## src/rtl/cl_sim_pkg.sv

```systemverilog
// Shared types and constants for the Camera Link Full ramp-image simulator.
// Sizes assume N_COL <= 4096 and N_ROW <= 2047.
package cl_sim_pkg;

    localparam int DN_SIZE       = 12;
    localparam int N_TAP         = 10;
    localparam int TAPS_PER_HALF = 5;
    localparam int HALF_W        = 8 * TAPS_PER_HALF;
    localparam int ROW_W         = 11;
    localparam int GRP_W         = 9;
    localparam int CNT_W         = 16;

    localparam logic [DN_SIZE-1:0] TOP_OFFSET = 12'h000;
    localparam logic [DN_SIZE-1:0] BTM_OFFSET = 12'h800;

    typedef logic [1:0] phase_t;
    localparam phase_t PHASE_LAST = 2'd2;

    typedef enum logic [2:0] {
        ST_FGAP,
        ST_FV_LEAD,
        ST_LINE,
        ST_LGAP,
        ST_FV_TRAIL,
        ST_DONE
    } state_t;

endpackage

```

## src/rtl/cl_pixel_packer.sv

```systemverilog
// Combinational packer: ten 12-bit ramp pixels of one group, sliced into the
// five port bytes carried on the given phase.
module cl_pixel_packer
    import cl_sim_pkg::*;
(
    input  logic [ROW_W-1:0]   row,
    input  logic [GRP_W-1:0]   grp,
    input  phase_t             phase,
    input  logic [DN_SIZE-1:0] offset,
    output logic [HALF_W-1:0]  taps
);

    logic [DN_SIZE-1:0]       base;
    logic [N_TAP*DN_SIZE-1:0] stream;

    always_comb begin
        // 12-bit sums wrap mod 4096 on their own.
        base   = DN_SIZE'(row) + DN_SIZE'(grp) * DN_SIZE'(N_TAP) + offset;
        stream = '0;
        for (int i = 0; i < N_TAP; i++) begin
            stream[(N_TAP-1-i)*DN_SIZE +: DN_SIZE] = base + DN_SIZE'(i);
        end
        case (phase)
            2'd0:    taps = stream[3*HALF_W-1 -: HALF_W];
            2'd1:    taps = stream[2*HALF_W-1 -: HALF_W];
            default: taps = stream[HALF_W-1:0];
        endcase
    end

endmodule

```

## src/rtl/cl_sim.sv

```systemverilog
// Camera Link Full 10-tap camera simulator emitting a 12-bit ramp image.
// Define CLSIM_FRAME_LIMIT_EN to halt after N_FRAMES frames.
module cl_sim
    import cl_sim_pkg::*;
#(
    parameter int N_COL     = 1280,
    parameter int N_ROW     = 540,
    parameter int LINE_GAP  = 16,
    parameter int FV_LV_GAP = 4,
    parameter int FRAME_GAP = 64,
    parameter int N_FRAMES  = 4
) (
    input  logic       cl_z_pclk,
    input  logic       reset,
    output logic       cl_fval,
    output logic       cl_z_lval,
    output logic [7:0] cl_port_a,
    output logic [7:0] cl_port_b,
    output logic [7:0] cl_port_c,
    output logic [7:0] cl_port_d,
    output logic [7:0] cl_port_e,
    output logic [7:0] cl_port_f,
    output logic [7:0] cl_port_g,
    output logic [7:0] cl_port_h,
    output logic [7:0] cl_port_i,
    output logic [7:0] cl_port_j
);

`ifdef CLSIM_FRAME_LIMIT_EN
    localparam bit LIMIT_EN = 1'b1;
`else
    localparam bit LIMIT_EN = 1'b0;
`endif

    localparam int               N_GRP      = N_COL / N_TAP;
    localparam logic [CNT_W-1:0] FGAP_LAST  = CNT_W'(FRAME_GAP - 1);
    localparam logic [CNT_W-1:0] LEAD_LAST  = CNT_W'(FV_LV_GAP - 1);
    localparam logic [CNT_W-1:0] LGAP_LAST  = CNT_W'(LINE_GAP - 1);
    localparam logic [CNT_W-1:0] FRAME_LAST = CNT_W'(N_FRAMES - 1);
    localparam logic [GRP_W-1:0] GRP_LAST   = GRP_W'(N_GRP - 1);
    localparam logic [ROW_W-1:0] ROW_LAST   = ROW_W'(N_ROW - 1);

    state_t             state_q, state_d;
    logic [CNT_W-1:0]   cnt_q, cnt_d;
    phase_t             phase_q, phase_d;
    logic [GRP_W-1:0]   grp_q, grp_d;
    logic [ROW_W-1:0]   row_q, row_d;
    logic [CNT_W-1:0]   frame_q, frame_d;
    logic               fval_q, fval_d;
    logic               lval_q, lval_d;
    logic [HALF_W-1:0]  top_q, top_d, top_w;
    logic [HALF_W-1:0]  btm_q, btm_d, btm_w;

    // Packers look at next-state counters so port bytes line up with LVAL.
    cl_pixel_packer u_pack_top (
        .row    (row_d),
        .grp    (grp_d),
        .phase  (phase_d),
        .offset (TOP_OFFSET),
        .taps   (top_w)
    );

    cl_pixel_packer u_pack_btm (
        .row    (row_d),
        .grp    (grp_d),
        .phase  (phase_d),
        .offset (BTM_OFFSET),
        .taps   (btm_w)
    );

    always_comb begin
        // NOTE: every always_comb output gets a default first, so no path leaves a latch.
        state_d = state_q;
        cnt_d   = cnt_q;
        phase_d = phase_q;
        grp_d   = grp_q;
        row_d   = row_q;
        frame_d = frame_q;
        case (state_q)
            ST_FGAP: begin
                if (cnt_q == FGAP_LAST) begin
                    state_d = ST_FV_LEAD;
                    cnt_d   = '0;
                end else begin
                    cnt_d = cnt_q + 1'b1;
                end
            end
            ST_FV_LEAD: begin
                if (cnt_q == LEAD_LAST) begin
                    state_d = ST_LINE;
                    cnt_d   = '0;
                end else begin
                    cnt_d = cnt_q + 1'b1;
                end
            end
            ST_LINE: begin
                if (phase_q != PHASE_LAST) begin
                    phase_d = phase_q + 1'b1;
                end else begin
                    phase_d = '0;
                    if (grp_q != GRP_LAST) begin
                        grp_d = grp_q + 1'b1;
                    end else begin
                        grp_d = '0;
                        if (row_q == ROW_LAST) begin
                            row_d   = '0;
                            state_d = ST_FV_TRAIL;
                        end else begin
                            row_d   = row_q + 1'b1;
                            state_d = ST_LGAP;
                        end
                    end
                end
            end
            ST_LGAP: begin
                if (cnt_q == LGAP_LAST) begin
                    state_d = ST_LINE;
                    cnt_d   = '0;
                end else begin
                    cnt_d = cnt_q + 1'b1;
                end
            end
            ST_FV_TRAIL: begin
                if (cnt_q == LEAD_LAST) begin
                    cnt_d   = '0;
                    frame_d = frame_q + 1'b1;
                    state_d = (LIMIT_EN && frame_q == FRAME_LAST) ? ST_DONE : ST_FGAP;
                end else begin
                    cnt_d = cnt_q + 1'b1;
                end
            end
            ST_DONE: ;
            default: state_d = ST_FGAP;
        endcase

        fval_d = state_d inside {ST_FV_LEAD, ST_LINE, ST_LGAP, ST_FV_TRAIL};
        lval_d = (state_d == ST_LINE);
        top_d  = lval_d ? top_w : '0;
        btm_d  = lval_d ? btm_w : '0;
    end

    always_ff @(posedge cl_z_pclk) begin
        // NOTE: reset is synchronous and only sampled on the clock edge; state uses <= only.
        if (!reset) begin
            state_q <= ST_FGAP;
            cnt_q   <= '0;
            phase_q <= '0;
            grp_q   <= '0;
            row_q   <= '0;
            frame_q <= '0;
            fval_q  <= 1'b0;
            lval_q  <= 1'b0;
            top_q   <= '0;
            btm_q   <= '0;
        end else begin
            state_q <= state_d;
            cnt_q   <= cnt_d;
            phase_q <= phase_d;
            grp_q   <= grp_d;
            row_q   <= row_d;
            frame_q <= frame_d;
            fval_q  <= fval_d;
            lval_q  <= lval_d;
            top_q   <= top_d;
            btm_q   <= btm_d;
        end
    end

    assign cl_fval   = fval_q;
    assign cl_z_lval = lval_q;
    assign {cl_port_a, cl_port_b, cl_port_c, cl_port_d, cl_port_e} = top_q;
    assign {cl_port_f, cl_port_g, cl_port_h, cl_port_i, cl_port_j} = btm_q;

endmodule

```

## config.mk

```make
export PLATFORM = sky130hd
export DESIGN_NAME = cl_sim
export DESIGN_NICKNAME = d
export VERILOG_FILES = /design/src/rtl/cl_sim_pkg.sv /design/src/rtl/cl_pixel_packer.sv /design/src/rtl/cl_sim.sv
export SDC_FILE = /design/constraint.sdc
export NUM_CORES = 1
export LEC_CHECK = 0
export ABC_AREA = 1
export BUFFER_PORTS_ARGS = -buffer_cell sky130_fd_sc_hd__clkbuf_2
export CORE_MARGIN = 1.5
export CORE_UTILIZATION = 45
export CTS_CLUSTER_DIAMETER = 60
export DETAILED_ROUTE_END_ITERATION = 7
export PLACE_DENSITY_LB_ADDON = 0.1
export SYNTH_ARGS = -nofsm -noshare
export SYNTH_HDL_FRONTEND = slang
export SYNTH_SLANG_ARGS = --single-unit
```

## constraint.sdc

```tcl
create_clock -name cl_z_pclk -period 7.3 [get_ports cl_z_pclk]
set_input_delay 0.73 -clock cl_z_pclk [delete_from_list [all_inputs] [get_ports cl_z_pclk]]
set_output_delay 0.73 -clock cl_z_pclk [all_outputs]
set_load 0.02 [all_outputs]
```

==> impl_metrics.env, run 1 <==
export IMPL_status="complete, no violations"
export IMPL_synth_area_um2=7160
export IMPL_path_buf_inv=6
export IMPL_grt_use_total_pct=24.8
export IMPL_tritoncts="yes"
export IMPL_grt_max_degree=42
export IMPL_ff2ff_path_depth=28
export IMPL_syn_num_nets=1164
export IMPL_die_area_um2=16700
export IMPL_hpwl_um=15100
export IMPL_drive_gt1_share_pct=13.0
export IMPL_setup_viol=0
export IMPL_rows=45
export IMPL_dpl_cell_count=1353
export IMPL_crit_type="reg2reg"
export IMPL_regArea_um2=1860
export IMPL_r2r_slack_ns=1.94
export IMPL_clk_pin_slew_ns=0.07
export IMPL_hold_end="cnt_q[1]$_SDFFE_PN0P_"
export IMPL_nFillCells=1642
export IMPL_clk_latency_ns=0.36
export IMPL_pre_cts_ws_ns=1.97
export IMPL_crit_fanout=12
export IMPL_p_seq_share_pct=51.9
export IMPL_p_per_area_nw_per_um2=127
export IMPL_synth_largest_area_cell="dfxtp_1"
export IMPL_start_util_pct=46.6
export IMPL_grt_pass1_wl_um=32500
export IMPL_fin_ws_ns=1.94
export IMPL_max_stage_delay_ns=0.41
export IMPL_switchingPower_w=0.000225
export IMPL_yosys_warnings=0
export IMPL_fin_skew_ns=0.0101
export IMPL_drc=0
export IMPL_synthTopCellsByArea="dfxtp_1, nand2_1, nand3_1, inv_1, ha_1"
export IMPL_crit_slowest_cell="fa_1"
export IMPL_worstPathRequired_ns=7.58
export IMPL_layout_nets=1197
export IMPL_critPathCaptureType="flip-flop"
export IMPL_combPwrFrac_pct=0.9
export IMPL_worstMarginPinSlew_ns=1.13
export IMPL_yosysSeqAreaShare_pct=26.0
export IMPL_ys_flop_type="dfxtp_1"
export IMPL_vias_per_cell=5.36
export IMPL_ys_ff_latch=93
export IMPL_finalCritPeriodShare_pct=73.5
export IMPL_cpLargestDelayFamily="simple AND/OR/NAND/NOR gates"
export IMPL_worstHoldPathType="reg2reg"
export IMPL_path_common_cell="nand2_1"
export IMPL_multiInputGateArea_um2=4330
export IMPL_p_sw_share_pct=22.9
export IMPL_antenna_cells=0
export IMPL_cts_root_buf="clkbuf_16"
export IMPL_tns_ns=0
export IMPL_cts_hold_buffers=0
export IMPL_grt_pass1_vias=6516
export IMPL_p_leak_nw=3.61
export IMPL_ctsHtreeMaxLevel=3
export IMPL_ant_nets=0
export IMPL_final_cells=1369
export IMPL_clk_path_buf_depth=2
export IMPL_maxSlewHeadroom_pct=24.5
export IMPL_synth_edf_count=0
export IMPL_hp_start="cnt_q[1]$_SDFFE_PN0P_"
export IMPL_r2r_start="state_q[2]$_SDFF_PN0_"
export IMPL_hold_viol_final=0
export IMPL_synth_commonest_cells="nand2_1, inv_1, nor2_1"
export IMPL_fmax_mhz=186
export IMPL_dr_pass1_iters=6
export IMPL_die_y_um=129
export IMPL_p_int_w=0.000756
export IMPL_reg2reg_to="btm_q[3]$_SDFF_PN0_"
export IMPL_synthCells=1120
export IMPL_vdd_drop_max_mv=0.104
export IMPL_synthArstFlopShare_pct=0
export IMPL_cts_setup_buffers=0
export IMPL_overflow=0
export IMPL_maxSlewViolCount=0
export IMPL_post_drt_wl_per_cell_um=14.9
export IMPL_rsz0062_at_grt="false"
export IMPL_antenna_found_initial=0
export IMPL_cap_violations=0
export IMPL_clkPwrFrac_pct=47.1
export IMPL_fin_util_pct=50.2
export IMPL_crit_arrival_ns=5.65
export IMPL_totalWireLength_um=20400
export IMPL_port_buffers=83
export IMPL_ios=84
export IMPL_synth_top_area_share_pct=26.0
export IMPL_cts_buffers=9
export IMPL_avgSynthCellArea_um2=6.39
export IMPL_fp_coreArea_um2=15400
export IMPL_clock_sinks=93
export IMPL_dieWidth_um=129
export IMPL_min_period_ns=5.36
export IMPL_vias=7334
export IMPL_first_iter_violations=878
export IMPL_yosysUniqueCellTypes=52
export IMPL_synth_most_common_cell="nand2_1"
export IMPL_holdPathStages=2
export IMPL_gp_congestion=0.928
export IMPL_ctsResizeCount=0
export IMPL_startpoint_type="flip-flop"
export IMPL_syn2layout_area_growth_pct=7.88
per-layer routing:
layer  GRT usage (%)  share of wire, %
met1            34.5                47
met2            37.6                42
met3            5.00               7.8
met4            10.0               2.8
met5               0                 0
cell usage in the layout (no fill, tap or decap), types with 2 or more instances in the layout:
master     synthesis  layout
nand3_1          112     112
dfxtp_1           93      93
nand4_2            2       2
nand3_2            5       5
inv_2              9       9
xor2_1            10      10
o31ai_1            2       2
clkbuf_16          0       9
fa_1               2       2
o21bai_1           2       2
o32ai_1            2       2
nor2_1           115     114
ha_1              40      40
nand3b_1           5       5
o211ai_1          11      11
nand2_1          254     254
nor3_1            17      17
inv_6              0       2
xnor2_1            6       6
nor2_4             6       6
nand4_1           20      20
inv_1            137     137
buf_4             34       2
nor2_2             4       5
nor4_1             8       8
nand2_2           12      12
clkbuf_2           0      83
or2_2              2       2
o21ai_1            6       6
a22oi_1            6       6
and2_1             3       3
a31oi_1            6       6
and3_1             2       2
a21oi_1           78      78
o21ai_0           64      64
worst min-delay path, delay by kind of cell (launching register included):
kind / cells / cell delay (ns)
flops: 1 / 0.32
compound gates: 1 / 0.06
simple gates: 1 / 0.06
sequential cells by signal, summed over array words and instances (netlist names):
signal,count
cnt_q,16
state_q,3
cl_fval,1
grp_q,9
top_q,40
phase_q,2
row_q,11
cl_z_lval,1
btm_q,10
cell families (layout without fill, tap and decap cells):
group	after synthesis	in the layout	share of synthesized area, %
compound gates	186	186	14.4
simple gates	572	572	36.3
xor+xnor	17	17	2.18
flops	93	93	26.0
fa+ha+maj	42	42	7.55
buf+inv	210	248	13.5
metrics by stage:
step	hold WS [ns]	power, W	instance area [um2]
finish	0.487	0.000982	7720
global route	0.528	0.00102	7720
CTS	0.490	0.000995	7720
detailed placement	0.480	0.000531	7440
global placement	0.481	0.000530	7440
floorplan	0.459	0.000528	7160
cell type report:
| cell class | count | area share, % |
|---|---|---|
| Clock buffer | 11 | 3.14 |
| Multi-Input combinational cell | 817 | 56.1 |
| Clock inverter | 5 | 0.551 |
| Tap cell | 211 | 3.42 |
| Inverter | 147 | 7.15 |
| Sequential cell | 93 | 24.1 |
| Timing Repair Buffer | 85 | 5.57 |
power by group through the flow:
| stage | Combinational [W] | Sequential (W) | Clock [W] |
|---|---|---|---|
| after floorplan | 0.00000672 | 0.000521 | 0 |
| after global placement | 0.00000904 | 0.000521 | 0 |
| after detailed placement | 0.00000911 | 0.000521 | 0 |
| after CTS | 0.00000914 | 0.000510 | 0.000477 |
| after global routing | 0.0000106 | 0.000510 | 0.000496 |
| final | 0.00000899 | 0.000510 | 0.000463 |
how the worst max path moves through the flow:
stage	start	endpoint	depth (start not counted)
6_report	state_q[2]$_SDFF_PN0_	btm_q[3]$_SDFF_PN0_	28
5_1_grt	state_q[0]$_SDFF_PN0_	btm_q[19]$_SDFF_PN0_	29
4_1_cts	state_q[0]$_SDFF_PN0_	btm_q[3]$_SDFF_PN0_	28
3_5_place_dp	state_q[0]$_SDFF_PN0_	btm_q[3]$_SDFF_PN0_	28
3_3_place_gp	state_q[2]$_SDFF_PN0_	btm_q[3]$_SDFF_PN0_	28
2_1_floorplan	state_q[2]$_SDFF_PN0_	btm_q[15]$_SDFF_PN0_	28
(Power assumes the default switching activity.)
==> inputs of run 2 (changes only) <==
==> constraint.sdc (replaced) <==
create_clock -name cl_z_pclk -period 5.13 [get_ports cl_z_pclk]
set_input_delay 0.513 -clock cl_z_pclk [delete_from_list [all_inputs] [get_ports cl_z_pclk]]
set_output_delay 0.513 -clock cl_z_pclk [all_outputs]
set_load 0.02 [all_outputs]
==> run 2 against run 1 <==
Compared with the run above: sequential share of layout area fell by 0.65 points; critical path depth is 1 lower; core utilization rose by 1.4 points; clock skew fell by 0.0014 ns; hold slack improved by 0.0021 ns; highest routed layer unchanged; maximum frequency grew 17%; register-to-register slack got worse by 1.4 ns; final area increased by 2.8%.
==> impl_metrics.env, run 2 (synthesis gave the netlist of run 1 again) <==
export IMPL_crit_arrival_ns=4.80
export IMPL_grt_pass1_wl_um=33800
export IMPL_gp_congestion=0.963
export IMPL_grt_use_total_pct=25.7
export IMPL_global_route_usage_met2_pct=38.4
export IMPL_min_period_ns=4.59
export IMPL_setup_viol=0
export IMPL_r2r_start="state_q[0]$_SDFF_PN0_"
export IMPL_rsz0062_at_grt="false"
export IMPL_clk_path_buf_depth=2
export IMPL_fin_skew_ns=0.00873
export IMPL_dr_pass1_iters=6
export IMPL_ios=84
export IMPL_drive_gt1_share_pct=15.1
export IMPL_ctsHtreeMaxLevel=3
export IMPL_drc=0
export IMPL_largest_reg_flops=40
export IMPL_largest_registers="top_q: 40 flops, cnt_q: 16 flops, row_q: 11 flops"
export IMPL_start_util_pct=46.6
export IMPL_antenna_cells=0
export IMPL_syn2layout_area_growth_pct=10.9
export IMPL_crit_slowest_cell="fa_1"
export IMPL_critPathCaptureType="flip-flop"
export IMPL_p_seq_share_pct=51.2
export IMPL_maxSlewViolCount=0
export IMPL_regMostFlops="top_q"
export IMPL_clkPwrFrac_pct=47.9
export IMPL_vias_per_cell=5.32
export IMPL_grt_max_degree=42
export IMPL_combPwrFrac_pct=0.9
export IMPL_cts_root_buf="clkbuf_16"
export IMPL_p_int_w=0.00112
export IMPL_clk_latency_ns=0.36
export IMPL_rows=45
export IMPL_r2r_slack_ns=0.54
export IMPL_path_common_cell="nand2_1"
export IMPL_finalCritPeriodShare_pct=89.5
export IMPL_crit_start="state_q[0]$_SDFF_PN0_"
export IMPL_worstHoldPathType="reg2reg"
export IMPL_post_drt_wl_per_cell_um=15.0
export IMPL_vdd_drop_max_mv=0.148
export IMPL_ant_nets=0
export IMPL_hpwl_um=15700
export IMPL_max_stage_delay_ns=0.40
export IMPL_crit_fanout=14
export IMPL_totalWireLength_um=20800
export IMPL_die_y_um=129
export IMPL_maxSlewHeadroom_pct=26.4
export IMPL_dieWidth_um=129
export IMPL_startpoint_type="flip-flop"
export IMPL_tns_ns=0
export IMPL_first_iter_violations=797
export IMPL_met3_usage_pct=4.71
export IMPL_cap_violations=0
export IMPL_clk_pin_slew_ns=0.07
export IMPL_status="complete, no violations"
export IMPL_layout_commonest_cell="nand2_1"
export IMPL_switchingPower_w=0.000300
export IMPL_p_sw_share_pct=21.2
export IMPL_clock_sinks=93
export IMPL_top_usage_layer="met2"
export IMPL_port_buffers=83
export IMPL_worstPathRequired_ns=5.33
export IMPL_overflow=0
export IMPL_layout_common_cells="nand2_1, inv_1, nand3_1"
export IMPL_hold_viol_final=0
export IMPL_hp_start="cnt_q[1]$_SDFFE_PN0P_"
export IMPL_fmax_mhz=218
export IMPL_die_area_um2=16700
export IMPL_pre_cts_ws_ns=0.288
export IMPL_fp_coreArea_um2=15400
export IMPL_vias=7400
export IMPL_antenna_found_initial=0
export IMPL_grt_pass1_vias=6725
export IMPL_worstMarginPinSlew_ns=1.10
export IMPL_tritoncts="yes"
export IMPL_crit_type="reg2reg"
export IMPL_cts_buffers=9
export IMPL_p_leak_nw=3.75
export IMPL_p_per_area_nw_per_um2=179
export IMPL_layout_nets=1219
export IMPL_fin_ws_ns=0.536
export IMPL_grt_util_met1_pct=36.0
run 2: cell types whose count changed in the layout (fill, tap and decap cells not counted), moves of 2 or more:
cell	change
o21ai_1	+2
nand2_4	+2
inv_6	-2
o21ai_0	-3
nand2_1	-2
buf_4	+22
nor2_2	+2
nor2_1	-3
run 2: routing by layer:
layer / share of wire (%) / wire length (um)
met5: 0 / 0
met4: 2.9 / 604
met3: 6.6 / 1380
met2: 43 / 8840
met1: 48 / 9970
run 2: critical path, delay by kind of cell (launching register included):
family | cells | cell delay, ns
buffers and inverters | 5 | 0.45
adders and majority gates | 4 | 1.30
DFF | 1 | 0.31
AOI/OAI and AO/OA | 4 | 0.50
xor gates and xnor gates | 1 | 0.15
and+or+nand+nor | 13 | 1.73
run 2: power groups by stage:
stage / Sequential (W) / Clock (W) / Combinational (W)
6_report: 0.000726 / 0.000679 / 0.0000130
2_1_floorplan: 0.000742 / 0 / 0.00000956
3_5_place_dp: 0.000742 / 0 / 0.0000129
3_3_place_gp: 0.000742 / 0 / 0.0000131
5_1_grt: 0.000725 / 0.000716 / 0.0000148
4_1_cts: 0.000726 / 0.000691 / 0.0000131
run 2: area by class of cell:
| class | count | area (um2) |
|---|---|---|
| well taps | 211 | 264 |
| repair buffers | 107 | 596 |
| clock inverters | 3 | 46.3 |
| clock buffers | 12 | 246 |
| inverters | 147 | 554 |
| multi-input cells | 817 | 4370 |
| flip-flops and latches | 93 | 1860 |
| fillers | 1642 | 7440 |
run 2: worst paths after layout:
kind | endpoint | depth (start not counted)
max | top_q[14]$_SDFF_PN0_ | 27
min | cnt_q[1]$_SDFFE_PN0P_ | 2
max reg2reg | top_q[14]$_SDFF_PN0_ | 27
min reg2reg | cnt_q[1]$_SDFFE_PN0P_ | 2
run 2: metrics by stage:
| step | util (%) | cells | hold WS [ns] | instance area (um2) | total power, W |
|---|---|---|---|---|---|
| final | 51.6 | 1390 | 0.489 | 7940 | 0.00142 |
| after floorplan | - | 1120 | 0.459 | 7160 | 0.000751 |
| after CTS | 51.3 | 1388 | 0.491 | 7880 | 0.00143 |
| after global placement | 49.4 | 1373 | 0.474 | 7590 | 0.000755 |
| after detailed placement | 49.4 | 1373 | 0.482 | 7590 | 0.000755 |
| after global routing | 51.6 | 1390 | 0.516 | 7940 | 0.00146 |
run 2: what timing repair did:
item | in CTS | in global routing
endpoints found under the setup margin | 0 | 30
hold buffers | 0 | 0
buffers inserted | 0 | 2
endpoints found under the hold margin | 0 | 0
gates resized for setup | 0 | 15
